`config.mk`:
```
export PLATFORM = sky130hd
export DESIGN_NAME = cpu7_ifu_fcl
export DESIGN_NICKNAME = d
export VERILOG_FILES = /design/src/rtl/cpu7_ifu_fcl.sv
export SDC_FILE = /design/constraint.sdc
export NUM_CORES = 1
export LEC_CHECK = 0
export BUFFER_PORTS_ARGS = -buffer_cell sky130_fd_sc_hd__buf_2
export CORE_AREA = 2 2 39 41
export DETAILED_ROUTE_END_ITERATION = 7
export DIE_AREA = 0 0 41 43
export GPL_ROUTABILITY_DRIVEN = 0
export PLACE_DENSITY = 0.42
export SYNTH_ARGS = -nofsm -noshare
export SYNTH_HDL_FRONTEND = slang
export SYNTH_SLANG_ARGS = --single-unit
```
`constraint.sdc`:
```
create_clock -name clock -period 1.8 [get_ports clock]
set_input_delay 0 -clock clock [delete_from_list [all_inputs] [get_ports clock]]
set_output_delay 0 -clock clock [all_outputs]
set_load 0.005 [all_outputs]
```
`src/rtl/cpu7_ifu_fcl.sv`:
```
// cpu7 IFU fetch control: icache handshake, pc_bf select, stale-response
// discard after redirect and the one-entry decode hold buffer.
module cpu7_ifu_fcl (
  input  logic clock,
  input  logic reset,
  input  logic inst_addr_ok,
  input  logic inst_valid,
  input  logic br_cancel,
  input  logic dec_fcl_stall,
  output logic inst_req,
  output logic inst_cancel,
  output logic fcl_fdp_pcbf_sel_init_bf_l,
  output logic fcl_fdp_pcbf_sel_old_bf_l,
  output logic fcl_fdp_pcbf_sel_pcinc_bf_l,
  output logic fcl_fdp_pcbf_sel_brpc_bf_l,
  output logic fcl_fdp_ibuf_we,
  output logic fcl_fdp_ibuf_sel,
  output logic fcl_dec_valid
);

  typedef enum logic [1:0] {
    S_REQ,
    S_WAIT,
    S_HOLD,
    S_DROP
  } state_e;

  state_e state_q, state_d;
  logic   req;
  logic   dv;
  logic   we;
  logic   ibsel;
  logic   handoff;

  always_ff @(posedge clock or posedge reset) begin
    if (reset) state_q <= S_REQ;
    else       state_q <= state_d;
  end

  always_comb begin
    state_d = state_q;
    req     = 1'b0;
    dv      = 1'b0;
    we      = 1'b0;
    ibsel   = 1'b0;
    handoff = 1'b0;
    unique case (state_q)
      S_REQ: begin
        req = 1'b1;
        if (!br_cancel && inst_addr_ok) state_d = S_WAIT;
      end
      S_WAIT: begin
        if (br_cancel) begin
          state_d = inst_valid ? S_REQ : S_DROP;
        end else if (inst_valid) begin
          dv = 1'b1;
          if (dec_fcl_stall) begin
            we      = 1'b1;
            state_d = S_HOLD;
          end else begin
            handoff = 1'b1;
            state_d = S_REQ;
          end
        end
      end
      S_HOLD: begin
        ibsel = 1'b1;
        if (br_cancel) begin
          state_d = S_REQ;
        end else begin
          dv = 1'b1;
          if (!dec_fcl_stall) begin
            handoff = 1'b1;
            state_d = S_REQ;
          end
        end
      end
      S_DROP: begin
        // the owed stale response retires DROP, a new redirect does not
        if (inst_valid) state_d = S_REQ;
      end
      default: state_d = S_REQ;
    endcase
  end

  assign inst_req         = req & ~reset;
  assign inst_cancel      = br_cancel & ~reset;
  assign fcl_dec_valid    = dv & ~reset;
  assign fcl_fdp_ibuf_we  = we & ~reset;
  assign fcl_fdp_ibuf_sel = ibsel & ~reset;

  assign fcl_fdp_pcbf_sel_init_bf_l  = ~reset;
  assign fcl_fdp_pcbf_sel_brpc_bf_l  = ~(~reset & br_cancel);
  assign fcl_fdp_pcbf_sel_pcinc_bf_l = ~(~reset & ~br_cancel & handoff);
  assign fcl_fdp_pcbf_sel_old_bf_l   = ~(~reset & ~br_cancel & ~handoff);

endmodule

```
==> results.md <==
- The synthesis-to-layout area growth is 42.6%.
- The critical path contains buffers and inverters numbering 2 combined.
- Hold is met by 0.179 ns.
- The flip-flop count of the largest register, all copies and words added is 2.
- The max-capacitance violation count is 0.
- The measured slew at the worst slew-check pin is 0.330 ns.
- The count of instances resized after the clock tree is built is 0.
- The floorplan has 14 rows.
- The capturing element type of the critical path is a primary output.
- Static timing analysis puts the maximum clock frequency at 0.649 GHz.
- The arrival time reported for the critical path endpoint is 1.54 ns.
- The normalized max-slew margin is 0.774.
- The routed wire length is 642 µm.
- In the final design database the tool counted 62 nets.
- The portion of the clock cycle consumed by the worst path in the final layout is 0.856.
- Summed over all instances, the cell type with the most area after synthesis is dfrtp_1.
- The routed design could run at a clock period as short as 1.54 ns.
- The detailed-route DRC error count is 0.
- The average wire length per cell after detail routing is 9.73 µm.
- The net count of the mapped netlist is 43.
- For this run the aggregate overflow at the end of global routing stands at 0.
- The height of the die is 43 µm.
- The number of distinct library cell variants in the gate-level netlist after synthesis is 19.
- The region available for standard cell placement spans 1380 µm².
- The level count of the clock H-tree is 1.
- The required arrival time at the worst endpoint is 1.80 ns.
- The number of iterations in the first detailed-routing pass is 2.
- The global routing usage summed across all routing layers is 0.0753.
- The buffers inserted during post-CTS setup optimization is 0.
- In this run the worst hold path is classified as in2reg.
- The number of global-route vias before repair is 233.
- The count of state elements after synthesis is 2.
- The critical path in this run is classified as reg2out.
- The mapped netlist covers 262 µm².
- The largest registers in the layout are state_q: 2 flops.
- The number of antenna violations at the first check in global routing was 0.
- The number of instances on the worst hold path is 3.
- Averaged over all synthesized cells, the footprint is 7.92 µm².
- The kind of cell with the highest combined delay on the critical path is flip-flops.
- For this run, the register share of the synthesized area comes to 0.191.
- The fraction of final layout cells sized beyond drive strength 1 is 0.360.
- The design draws 435 µW.
- Fill cells in the final layout number 150.
- The die is 41 µm wide.
- The peak supply drop is 0.000657 V.
- The count of buffers inserted at the top-level ports is 14.
- The largest fanout of any net on the critical path is 4.
- The antenna diode count is 0.
- The finished cells cover 373 µm².
- Setup violations remaining at the end of the flow were counted as 0.
- Across the routed clock network, the largest skew measured is 0.00139 ns.
- The clock passes through at most 2 buffers.
- The antenna violation net count after detailed routing is 0.
- The number of clock buffers added by TritonCTS is 3.
- For this configuration, the core starts out at a cell density of 0.189.
- The critical path goes through inv_1 > ha_1 > and2_1 > o21ai_1 > nor3_1 > nand2_1 > buf_2.
- The wire-length estimate of the detail-placed layout is 519 µm.
- The count of cells along the worst register-to-register path is 5.
- The number of primary I/O pins is 15.
- STA classifies the critical path startpoint as a flip-flop.
- Clock latency on the worst-skew pair, taken at its later pin, is 0.22 ns.
- The total count of hold-check failures in the final report is 0.
- In this run the static leakage power is 0.000215 µW.
- Among all stages on the critical path, the largest delay is contributed by dfrtp_1.
- The flow ran to the end, and the final reports show no timing, DRC or antenna violations.
- The highest cell delay on the worst timing path is 0.40 ns.
- The wire length of the first global-routing pass is 897 µm.
- The number of sinks handled by clock tree synthesis is 2.
- The tree is rooted in a clkbuf_4.
- After clock tree synthesis, the clock-pin slew on the worst setup and hold paths is 0.03 ns.
- By area the synthesized netlist is led by dfrtp_1, ha_1, inv_1.
- Setup repair after global routing left no endpoint under its margin.
- The post-route non-filler standard cell count is 66.
- The final max-slew violation count was 0.
- In this run the cell area measured after placement is 340 µm².
- In the final timing run, aggregate negative setup slack is 0 ns.
- The placed instance count is 62.
- The power density relative to cell area is 1170 nW/µm².
- The register ranked first by flip-flop count is state_q.
- The largest net degree at the start of global routing is 9.
- In this run, the number of DRC markers left after iteration 0 of detailed routing was 8.
- In this run the number of cells on the critical path is 7.
- The gate count after technology mapping is 33.
- The number of vias per cell is 4.11.
- The share of synthesized area in the top cell type comes to 0.191.
- The Yosys step of the flow raised 0 warnings.
- The number of vias after detailed routing is 271.
- The die covers 1760 µm².
- The CTS tree is yes.
## final timing paths
kind / to / startpoint / slack, ns
worst min-delay path: state_q[0]$_DFFE_PP0P_ / inst_valid / 0.18
max in group asynchronous: state_q[0]$_DFFE_PP0P_ / reset / 1.42
worst max register to register: state_q[1]$_DFFE_PP0P_ / state_q[1]$_DFFE_PP0P_ / 0.31
worst min register to register: state_q[1]$_DFFE_PP0P_ / state_q[1]$_DFFE_PP0P_ / 0.57
worst max-delay path: fcl_fdp_pcbf_sel_pcinc_bf_l / state_q[1]$_DFFE_PP0P_ / 0.26
min in group asynchronous: state_q[1]$_DFFE_PP0P_ / reset / 0.24
## per-stage QoR
stage,util,setup WS (ns)
after detailed placement,0.246,0.323
after CTS,0.269,0.255
after global placement,0.246,0.322
after floorplan,-,0.459
final,0.269,0.259
after global routing,0.269,0.106
## cell type report
cell class                 count  area, µm²  area share
inverter                       7       26.3      0.0705
clock buffer                   3       22.5      0.0604
timing repair buffer          15       80.1       0.215
sequential                     2       50.0       0.134
multi-input combinational     23        174       0.466
tap                           16       20.0      0.0537
## placed cells by master, fill, tap and decap left out
cell,netlist,layout
ha_1,4,4
a21oi_1,1,1
and3_1,1,1
nor2_1,2,2
a32oi_1,1,1
and2_1,1,1
nor3_1,1,1
inv_1,7,7
buf_2,0,14
mux2i_1,1,1
mux2_1,1,1
a31oi_1,1,1
dlygate4sd3_1,0,1
nor2b_1,2,2
nand2b_4,1,1
dfrtp_1,2,2
nand2_1,2,2
a2111oi_0,1,1
clkbuf_4,0,3
o21ai_1,2,2
o21ai_0,1,1
## cells by family after synthesis
logic type,synth area share
buffers and inverters,0.144
muxes,0.0813
AOI/OAI and AO/OA,0.167
DFF,0.191
adders and majority gates,0.191
and+or+nand+nor,0.225
## synthesized netlist by cell type
master,instances
inv_1,7
ha_1,4
dfrtp_1,2
nand2_1,2
nor2_1,2
nor2b_1,2
o21ai_1,2
a2111oi_0,1
a21oi_1,1
a31oi_1,1
a32oi_1,1
and2_1,1
and3_1,1
buf_6,1
mux2_1,1
mux2i_1,1
nand2b_4,1
nor3_1,1
o21ai_0,1
## worst register-to-register path, cell delays in order, from the launching register on
cell and delay (ns):
dfrtp_1 0.40, inv_1 0.09, ha_1 0.22, a21oi_1 0.08, o21ai_1 0.22, mux2_1 0.35
## where the power goes
group	internal [µW]	total (µW)	leakage [µW]	switching, µW
clock	73.5	97.7	0.0000138	24.2
combinational	117	248	0.000176	131
sequential	68.2	89.2	0.0000251	21.1
total	258	435	0.000215	176
## metal layers
metal	vias to the layer above	wire length [µm]	track usage
met5	-	0	0
met4	0	0	0.0600
met3	0	65	0
met2	14	253	0.103
met1	114	323	0.106
li1	143	-	-
## timing repair
| item | in CTS | in global routing |
|---|---|---|
| hold buffers | 1 | 0 |
| endpoints found under the hold margin | 2 | 0 |
| endpoints found under the setup margin | 0 | 0 |
(Power assumes the default switching activity.)
